===== src/rtl/tpp_pkg.sv =====
// Shared definitions for the table-driven PWM player: FSM state encoding
// and helpers for widths that depend on the player's parameters.
package tpp_pkg;

    // Playback sequencer states
    typedef enum logic [2:0] {
        ST_IDLE  = 3'd0,
        ST_FETCH = 3'd1,
        ST_CAPT  = 3'd2,
        ST_LOAD  = 3'd3,
        ST_WAIT  = 3'd4
    } state_e;

    // Largest PWM counter value for a given sample width: (1 << width) - 1
    function automatic int unsigned pwm_max(input int unsigned width);
        return (32'd1 << width) - 32'd1;
    endfunction

endpackage : tpp_pkg


===== src/rtl/pwm_prescaler.sv =====
// Tick generator for the PWM counter: one tick every prescale+1 clocks.
// The count compares with >= so that lowering prescale mid-count issues
// a tick immediately instead of waiting for a full counter wrap.
module pwm_prescaler #(
    parameter int unsigned div_width = 16
) (
    input  logic                 Clk,
    input  logic                 Rst_n,
    input  logic                 En,
    input  logic [div_width-1:0] prescale,
    output logic                 tick
);

    logic [div_width-1:0] pre_cnt_q;
    logic [div_width-1:0] pre_cnt_d;

    // Tick decode and next count: clear on tick or when disabled
    always_comb begin
        tick      = En && (pre_cnt_q >= prescale);
        pre_cnt_d = pre_cnt_q + 1'b1;
        if (!En || tick) begin
            pre_cnt_d = '0;
        end
    end

    // Prescale counter register
    always_ff @(posedge Clk or negedge Rst_n) begin
        if (!Rst_n) begin
            pre_cnt_q <= '0;
        end else begin
            pre_cnt_q <= pre_cnt_d;
        end
    end

endmodule : pwm_prescaler


===== src/rtl/table_pwm_player.sv =====
// Plays samples from a synchronous signal-table RAM as PWM duty cycles,
// one sample per PWM period, wrapping after table_len samples. The next
// sample is prefetched (FETCH/CAPT) right after each load so it is ready
// long before the current period ends.
module table_pwm_player
    import tpp_pkg::*;
#(
    parameter int unsigned data_width = 8,
    parameter int unsigned addr_width = 7,
    parameter int unsigned table_len  = 100,
    parameter int unsigned div_width  = 16
) (
    input  logic                  Clk,
    input  logic                  Rst_n,
    input  logic                  En,
    input  logic [div_width-1:0]  prescale,
    output logic [addr_width-1:0] table_addr,
    output logic                  table_wr,
    input  logic [data_width-1:0] table_data,
    output logic                  pwm_out,
    output logic [data_width-1:0] duty,
    output logic                  sample_strobe,
    output logic                  wrap
);

    localparam logic [data_width-1:0] PWM_MAX  = data_width'(pwm_max(data_width));
    localparam logic [addr_width-1:0] LAST_IDX = addr_width'(table_len - 1);

    // With data_width=1 and prescale=0 a period is only two clocks, which
    // leaves the two-clock prefetch no margin at all.
    if (data_width < 2) begin : g_chk_data_width
        $error("table_pwm_player: data_width must be at least 2");
    end
    if (table_len < 1 || table_len > (32'd1 << addr_width)) begin : g_chk_table_len
        $error("table_pwm_player: table_len must be in 1..2^addr_width");
    end

    state_e                state_q,      state_d;
    logic [addr_width-1:0] idx_q,        idx_d;
    logic [addr_width-1:0] idx_nxt;
    logic [addr_width-1:0] table_addr_q, table_addr_d;
    logic [data_width-1:0] next_duty_q,  next_duty_d;
    logic [data_width-1:0] duty_q,       duty_d;
    logic [data_width-1:0] pwm_cnt_q,    pwm_cnt_d;
    logic                  running_q,    running_d;
    logic                  pwm_out_q,    pwm_out_d;
    logic                  strobe_q,     strobe_d;
    logic                  wrap_q,       wrap_d;
    logic                  do_load;
    logic                  period_end;
    logic                  tick;

    // Ticks only run once a sample is playing, so the first period after
    // enable has the same length as every later one.
    pwm_prescaler #(
        .div_width (div_width)
    ) u_prescaler (
        .Clk      (Clk),
        .Rst_n    (Rst_n),
        .En       (En && running_q),
        .prescale (prescale),
        .tick     (tick)
    );

    // Sequencer, index counter, PWM counter and comparator next-state logic
    always_comb begin
        state_d      = state_q;
        idx_d        = idx_q;
        table_addr_d = table_addr_q;
        next_duty_d  = next_duty_q;
        duty_d       = duty_q;
        pwm_cnt_d    = pwm_cnt_q;
        running_d    = running_q;
        strobe_d     = 1'b0;
        wrap_d       = 1'b0;
        pwm_out_d    = 1'b0;
        do_load      = 1'b0;
        period_end   = tick && (pwm_cnt_q == PWM_MAX);
        idx_nxt      = (idx_q == LAST_IDX) ? '0 : idx_q + 1'b1;

        if (!En) begin
            state_d      = ST_IDLE;
            idx_d        = '0;
            table_addr_d = '0;
            next_duty_d  = '0;
            pwm_cnt_d    = '0;
            running_d    = 1'b0;
        end else begin
            if (running_q && tick) begin
                pwm_cnt_d = pwm_cnt_q + 1'b1;
            end

            case (state_q)
                ST_IDLE: begin
                    table_addr_d = idx_q;
                    state_d      = ST_FETCH;
                end
                ST_FETCH: begin
                    state_d = ST_CAPT;
                end
                ST_CAPT: begin
                    next_duty_d = table_data;
                    state_d     = running_q ? ST_WAIT : ST_LOAD;
                end
                ST_LOAD: begin
                    do_load = 1'b1;
                end
                ST_WAIT: begin
                    do_load = period_end;
                end
                default: begin
                    state_d = ST_IDLE;
                end
            endcase

            // A load replaces the PWM counter wrap, so no tick is lost
            if (do_load) begin
                duty_d       = next_duty_q;
                pwm_cnt_d    = '0;
                strobe_d     = 1'b1;
                wrap_d       = (idx_q == '0);
                idx_d        = idx_nxt;
                table_addr_d = idx_nxt;
                running_d    = 1'b1;
                state_d      = ST_FETCH;
            end

            pwm_out_d = running_d && (pwm_cnt_d < duty_d);
        end
    end

    // State and registered outputs
    always_ff @(posedge Clk or negedge Rst_n) begin
        if (!Rst_n) begin
            state_q      <= ST_IDLE;
            idx_q        <= '0;
            table_addr_q <= '0;
            next_duty_q  <= '0;
            duty_q       <= '0;
            pwm_cnt_q    <= '0;
            running_q    <= 1'b0;
            pwm_out_q    <= 1'b0;
            strobe_q     <= 1'b0;
            wrap_q       <= 1'b0;
        end else begin
            state_q      <= state_d;
            idx_q        <= idx_d;
            table_addr_q <= table_addr_d;
            next_duty_q  <= next_duty_d;
            duty_q       <= duty_d;
            pwm_cnt_q    <= pwm_cnt_d;
            running_q    <= running_d;
            pwm_out_q    <= pwm_out_d;
            strobe_q     <= strobe_d;
            wrap_q       <= wrap_d;
        end
    end

    assign table_addr    = table_addr_q;
    assign table_wr      = 1'b0;
    assign pwm_out       = pwm_out_q;
    assign duty          = duty_q;
    assign sample_strobe = strobe_q;
    assign wrap          = wrap_q;

endmodule : table_pwm_player


===== config.mk =====
export PLATFORM = sky130hd
export DESIGN_NAME = table_pwm_player
export DESIGN_NICKNAME = d
export VERILOG_FILES = /design/src/rtl/tpp_pkg.sv /design/src/rtl/pwm_prescaler.sv /design/src/rtl/table_pwm_player.sv
export SDC_FILE = /design/constraint.sdc
export NUM_CORES = 1
export LEC_CHECK = 0
export ABC_CLOCK_PERIOD_IN_PS = 2960
export CORE_ASPECT_RATIO = 0.5
export CORE_UTILIZATION = 25
export CTS_CLUSTER_DIAMETER = 60
export CTS_CLUSTER_SIZE = 40
export DETAILED_ROUTE_END_ITERATION = 6
export GPL_ROUTABILITY_DRIVEN = 0
export SKIP_CTS_REPAIR_TIMING = 1
export SYNTH_ARGS = -nofsm -noshare
export SYNTH_HDL_FRONTEND = slang
export SYNTH_SLANG_ARGS = --single-unit
export TNS_END_PERCENT = 1

===== constraint.sdc =====
create_clock -name Clk -period 2.96 [get_ports Clk]
set_clock_uncertainty 0.05 [all_clocks]
set_input_delay 0.444 -clock Clk [delete_from_list [all_inputs] [get_ports Clk]]
set_output_delay 0.444 -clock Clk [all_outputs]
set_load 0.005 [all_outputs]

* Yosys cells after proc, flatten, opt, wreduce, memory -nomap -nowiden
Cells that the tools add are included.
W data, S select, Z words.
** Operators by class
- $add $sub $neg :: 3
- Order comparisons :: 2
- Equal/unequal tests :: 10
- Muxes and demuxes :: 29
- Reductions and logical operators :: 10
** Operator list (number)
- $mux W8 :: 8
- $mux W7 :: 6
- $add A16 B1 Y16 const B :: 1
- $ge A16 B16 Y1 :: 1
- $mux W16 :: 1
- $pmux W3 S4 :: 1
- $mux W1 :: 9
- $mux W3 :: 3
- $add A8 B1 Y8 const B :: 1
- $eq A8 B8 Y1 const B :: 1
- $lt A8 B8 Y1 :: 1
- $add A7 B1 Y7 const B :: 1
- $eq A7 B7 Y1 const B :: 1
- $logic_not A7 Y1 :: 1
- $eq A3 B2 Y1 const B :: 2
- $logic_and A1 B1 Y1 :: 5
- $ne A2 B1 Y1 const B :: 2
- $eq A3 B1 Y1 const B :: 1
- $eq A3 B3 Y1 const B :: 1
- $logic_not A3 Y1 :: 1
- $ne A3 B1 Y1 const B :: 1
- $ne A3 B2 Y1 const B :: 1
- $pmux W1 S2 :: 1
- $reduce_or A2 Y1 :: 1
- 2 further kinds :: 2
** Storage, ports and cells
- Bits in registers :: 61
- Input port bits :: 27
- Logic and storage cells :: 65

* Depth between registers and ports, before layout
- Depth after elaboration :: 10
- Mapped depth :: 17
- Gate-level depth less buffers :: 15

* Cells and area by module
A second synthesis with hierarchy kept.
** Unflattened totals
- Cells, all modules :: 362
- Area total of the unflattened synthesis :: 3578.4 um^2
** Modules (own cells, without submodules)
- table_pwm_player :: instances 1, cells each 236, area each 2358.5 um^2
- pwm_prescaler :: instances 1, cells each 126, area each 1219.9 um^2

* Worst setup path after synthesis
OpenSTA, ideal clock, no wires.
- Path type :: input to register
- Start point :: input port prescale[13]
- End point :: register pwm_out_q (netlist: pwm_out)
- Library setup time :: 0.094 ns
- Arrival time :: 2.933 ns
- Required time :: 2.816 ns
- Path slack :: -0.117 ns
- Stages :: 16
- Path through :: inv_1 ha_1 a21oi_1 o21ai_0 nor4_1 o41ai_2 buf_4 a21oi_1 buf_4 mux2i_1 ha_1 a21oi_1 nor2b_1 o21ai_0 o311ai_0 a211oi_1
** On the way
- Word-level cells in the longest chain between the ends :: 10
- Elaborated cells between the ends (all ways) :: 16
- Classes of those cells :: order compare (2); mux (10); reduce/logical (4)
** Ends and longest elaborated chain
- start, declared :: RTL line table_pwm_player.sv:16 : input logic [div_width-1:0] prescale,
- $ge A16 B16 Y1 (*) :: RTL line pwm_prescaler.sv:19 : tick = En && (pre_cnt_q >= prescale);
- $logic_and A1 B1 Y1 (*) :: RTL line pwm_prescaler.sv:19
- $logic_and A1 B1 Y1 :: RTL line table_pwm_player.sv:78 : period_end = tick && (pwm_cnt_q == PWM_MAX);
- $pmux W1 S2 :: RTL line table_pwm_player.sv:93 : case (state_q)
- $mux W1 :: RTL line table_pwm_player.sv:81 : if (!En) begin
- $mux W8 :: RTL line table_pwm_player.sv:117 : if (do_load) begin
- $mux W8 :: RTL line table_pwm_player.sv:81
- $lt A8 B8 Y1 :: RTL line table_pwm_player.sv:128 : pwm_out_d = running_d && (pwm_cnt_d < duty_d);
- $logic_and A1 B1 Y1 (*) :: RTL line table_pwm_player.sv:128
- $mux W1 (*) :: RTL line table_pwm_player.sv:81
- net pwm_out_d :: RTL line table_pwm_player.sv:46 : logic pwm_out_q, pwm_out_d;
- end signal, assigned :: RTL line table_pwm_player.sv:153 : pwm_out_q <= pwm_out_d;
- end, declared :: RTL line table_pwm_player.sv:46
Mark *: on every way through the listed nets, which the timed path passes. The rest lies on a longest branch. The select of a mux whose other input is x is not followed.
A chain may end at the register's enable or synchronous reset.

* Worst setup path after layout
- Start point :: input port prescale[11]
- End point :: register pwm_out_q (netlist: pwm_out)
The elaborated chain is that of the path after synthesis.

==> out/metrics.yaml <==
crit_family: "buffers and inverters"
slew_viol_final: 0
clockBufferDepth: 2
fin_total_pwr_mw: 2.17
finalHoldWorstSlack_ns: 0.218
area_taken_by_multi_input_logic_gates_sq_um: 2060
fin_tns_setup_ns: -0.504
share_of_async_settable_or_async_resettable_flops_after_synthesis: 1.00
synthesized_area_divided_by_synthesized_cell_count_sq_um: 9.49
synth_fp_nets: 440
violations: "setup timing"
max_cap_violations: 0
tightestPinTransition_ns: 0.971
remaining_drc_errors: 0
worst-setup-path-type: "in2reg"
synth-edff-count: 0
fin_util: 0.357
synth_flop_cell: "sky130_fd_sc_hd__dfrtp_1"
crit-reg2reg-launch: "u_prescaler.pre_cnt_q[11]"
finalWirelength_mm: 8.20
grt_start_max_net_pins: 43
final-hold-violation-count: 0
via_density_per_instance: 4.42
worst_path_setup_slack_after_routing_ns: -0.504
timing.slew.headroom: 0.352
cp_num_cells: 18
final_cell_mix: "61 x sky130_fd_sc_hd__dfrtp_1, 52 x sky130_fd_sc_hd__nor2_1, 45 x sky130_fd_sc_hd__nand2_1, 43 x sky130_fd_sc_hd__clkdlybuf4s50_1, 36 x sky130_fd_sc_hd__buf_4"
gr-usage-all-layers: 0.119
final_critical_path_share_of_the_clock_period: 1.17
tritoncts: "yes"
vdd_drop_max_uv: 281
port_buffers: 44
sequential_cell_area_sq_um: 1530
cp-end-kind: "flop"
detail-route-antenna-nets: 0
worst_setup_path_endpoint: "pwm_out"
drt_pre_antenna_iters: 4
hpwl_mm: 6.06
cts_made_buffers: 9
report.final.setup_viol: 1
clock_tree.root_cell: "sky130_fd_sc_hd__clkbuf_16"
initial_antenna_violation_count: 0
final_net_count: 518
cp_data_required_time_ns: 3.15
wire_per_inst_um: 12.4
powerDensity_nw_per_um2: 437
highest_clock_rate_ghz: 0.289
startpoint_type: "input port"
top_level_ports: 46
layout.cells.most_common: "sky130_fd_sc_hd__dfrtp_1"
first_iter_violations: 133
vias_in_the_first_global_route: 2937
cp.buffers_inverters: 5
syn-cell-area_sq_um: 3660
drive_gt1_frac: 0.207
cts.htree.levels: 3
pre_cts_slack_ns: -1.09
rsz0062_at_grt: "true"
critPathMostFrequentCell: "sky130_fd_sc_hd__nor2_1"
critPathMaxStageDelay_ns: 0.47
ys.warnings.count: 0
power.leakage_nw: 2.26
worstSkewPairLatency_ns: 0.33
r2r_cells: 16
critPathArrivalTime_ns: 3.65
rows: 30
reg2reg_capture_point: "pwm_out"
filler_cell_count: 1383
clock_sinks: 61
synth.distinct_cells: 46
cts.clk_slew.worst_paths_ns: 0.06
clock_period_minus_final_worst_setup_slack_ns: 3.46
critPathSlowestCell: "sky130_fd_sc_hd__clkdlybuf4s50_1"
route.vias.total: 2921
critical_path.cell_chain: "clkdlybuf4s50_1 -> inv_2 -> ha_1 -> a21oi_1 -> nor2_1 -> nor4_2 -> o41ai_4 -> buf_6 -> buf_4 -> a21oi_4 -> buf_12 -> mux2i_1 -> ha_1 -> nor2_1 -> nor2_1 -> nand4_1 -> a31oi_1 -> a211oi_1"
area_of_the_core_region_sq_um: 13900
start_util: 0.263
chip_height_um: 87.6
cp_max_fo: 7
grt_first_pass_wirelength_mm: 14.0
result_of_the_run: "finished with violations"
synthCells: 386
globalRoute.totalOverflow: 0
setup.reg_to_reg.worst_slack_ns: -0.32
synth-seq-area-share: 0.417
diodes: 0
hold_path_class: "in2async"
dieWidth_um: 173
area.growth.synth_to_final_pct: 35.7
total_of_flip_flops_plus_latches_after_synthesis: 61
die-area_sq_um: 15200
setup.worst_path.start: "prescale[11]"
## per-stage QoR
stage | cell area (sq um) | std cells
after floorplan | 3720 | 386
after global placement | 4600 | 642
after detailed placement | 4600 | 642
after CTS | 4900 | 658
after global routing | 4970 | 661
final | 4970 | 661
## synthesized netlist by cell type, types with 2 or more instances
cell | number | area, sq um
sky130_fd_sc_hd__dfrtp_1 | 61 | 1530
sky130_fd_sc_hd__nor2_1 | 52 | 195
sky130_fd_sc_hd__nand2_1 | 45 | 169
sky130_fd_sc_hd__ha_1 | 27 | 338
sky130_fd_sc_hd__inv_1 | 22 | 82.6
sky130_fd_sc_hd__xor2_1 | 20 | 175
sky130_fd_sc_hd__nand4_1 | 17 | 106
sky130_fd_sc_hd__nand3_1 | 15 | 75.1
sky130_fd_sc_hd__a21oi_1 | 13 | 65.1
sky130_fd_sc_hd__mux2_2 | 12 | 135
sky130_fd_sc_hd__xnor2_1 | 11 | 96.3
sky130_fd_sc_hd__mux2i_1 | 10 | 100
sky130_fd_sc_hd__a21boi_0 | 9 | 67.6
sky130_fd_sc_hd__and3_1 | 7 | 43.8
sky130_fd_sc_hd__nor3_1 | 7 | 35.0
sky130_fd_sc_hd__clkbuf_1 | 5 | 18.8
sky130_fd_sc_hd__a211oi_2 | 4 | 50.1
sky130_fd_sc_hd__buf_4 | 4 | 30.0
sky130_fd_sc_hd__o21a_1 | 4 | 30.0
sky130_fd_sc_hd__o21ai_0 | 4 | 20.0
sky130_fd_sc_hd__a211oi_1 | 3 | 22.5
sky130_fd_sc_hd__buf_2 | 3 | 15.0
sky130_fd_sc_hd__nor3b_1 | 3 | 22.5
sky130_fd_sc_hd__a31oi_1 | 2 | 12.5
sky130_fd_sc_hd__and2_1 | 2 | 12.5
sky130_fd_sc_hd__and4_1 | 2 | 17.5
sky130_fd_sc_hd__buf_6 | 2 | 22.5
sky130_fd_sc_hd__nor2b_1 | 2 | 12.5
## registers in the layout, indices dropped and copies added, names as in the netlist
register               flops
state_q                    3
pwm_out                    1
wrap                       1
running_q                  1
pwm_cnt_q                  8
duty                       8
next_duty_q                8
u_prescaler.pre_cnt_q     16
idx_q                      7
table_addr                 7
sample_strobe              1
## cell families after synthesis
group,share of synthesized area
mux,0.0642
compound gates,0.0915
fa+ha+maj,0.0922
buf+inv,0.0485
other cells,0.00102
simple gates,0.212
xor+xnor,0.0741
flops,0.417
## worst reg2reg max path, delay by kind of cell, from the launching register on
kind                       cells  cell delay (ns)
AOI/OAI and AO/OA              5             0.70
adders and majority gates      2             0.59
buffers and inverters          3             0.45
DFF                            1             0.39
muxes                          1             0.31
and+or+nand+nor                5             0.70
## final cells by class
type,count,area share
Sequential cell,61,0.307
Multi-Input combinational cell,287,0.415
Inverter,22,0.0166
Tap cell,192,0.0483
Timing Repair Buffer,83,0.152
Clock buffer,9,0.0453
Clock inverter,7,0.0151
## report_power, final
part / internal (mW) / switching (mW)
registers: 0.858 / 0.0248
logic: 0.130 / 0.115
clock network: 0.653 / 0.394
total: 1.64 / 0.534
## layer usage
metal,GRT usage,part of all wire,vias up
met5,0,0,-
met4,0.0531,0.015,0
met3,0.0321,0.041,10
met2,0.190,0.44,58
met1,0.152,0.50,1363
li1,-,-,1490
## how the worst min path moves through the flow
stage | from | endpoint | cells after the start
floorplan | Rst_n | duty[0] | 0
global placement | table_addr[4] | table_addr[4] | 2
detailed placement | table_addr[4] | table_addr[4] | 2
CTS | Rst_n | next_duty_q[3] | 1
global route | Rst_n | next_duty_q[3] | 1
finish | Rst_n | next_duty_q[5] | 1
No activity file was read; power rests on OpenSTA's default activity.
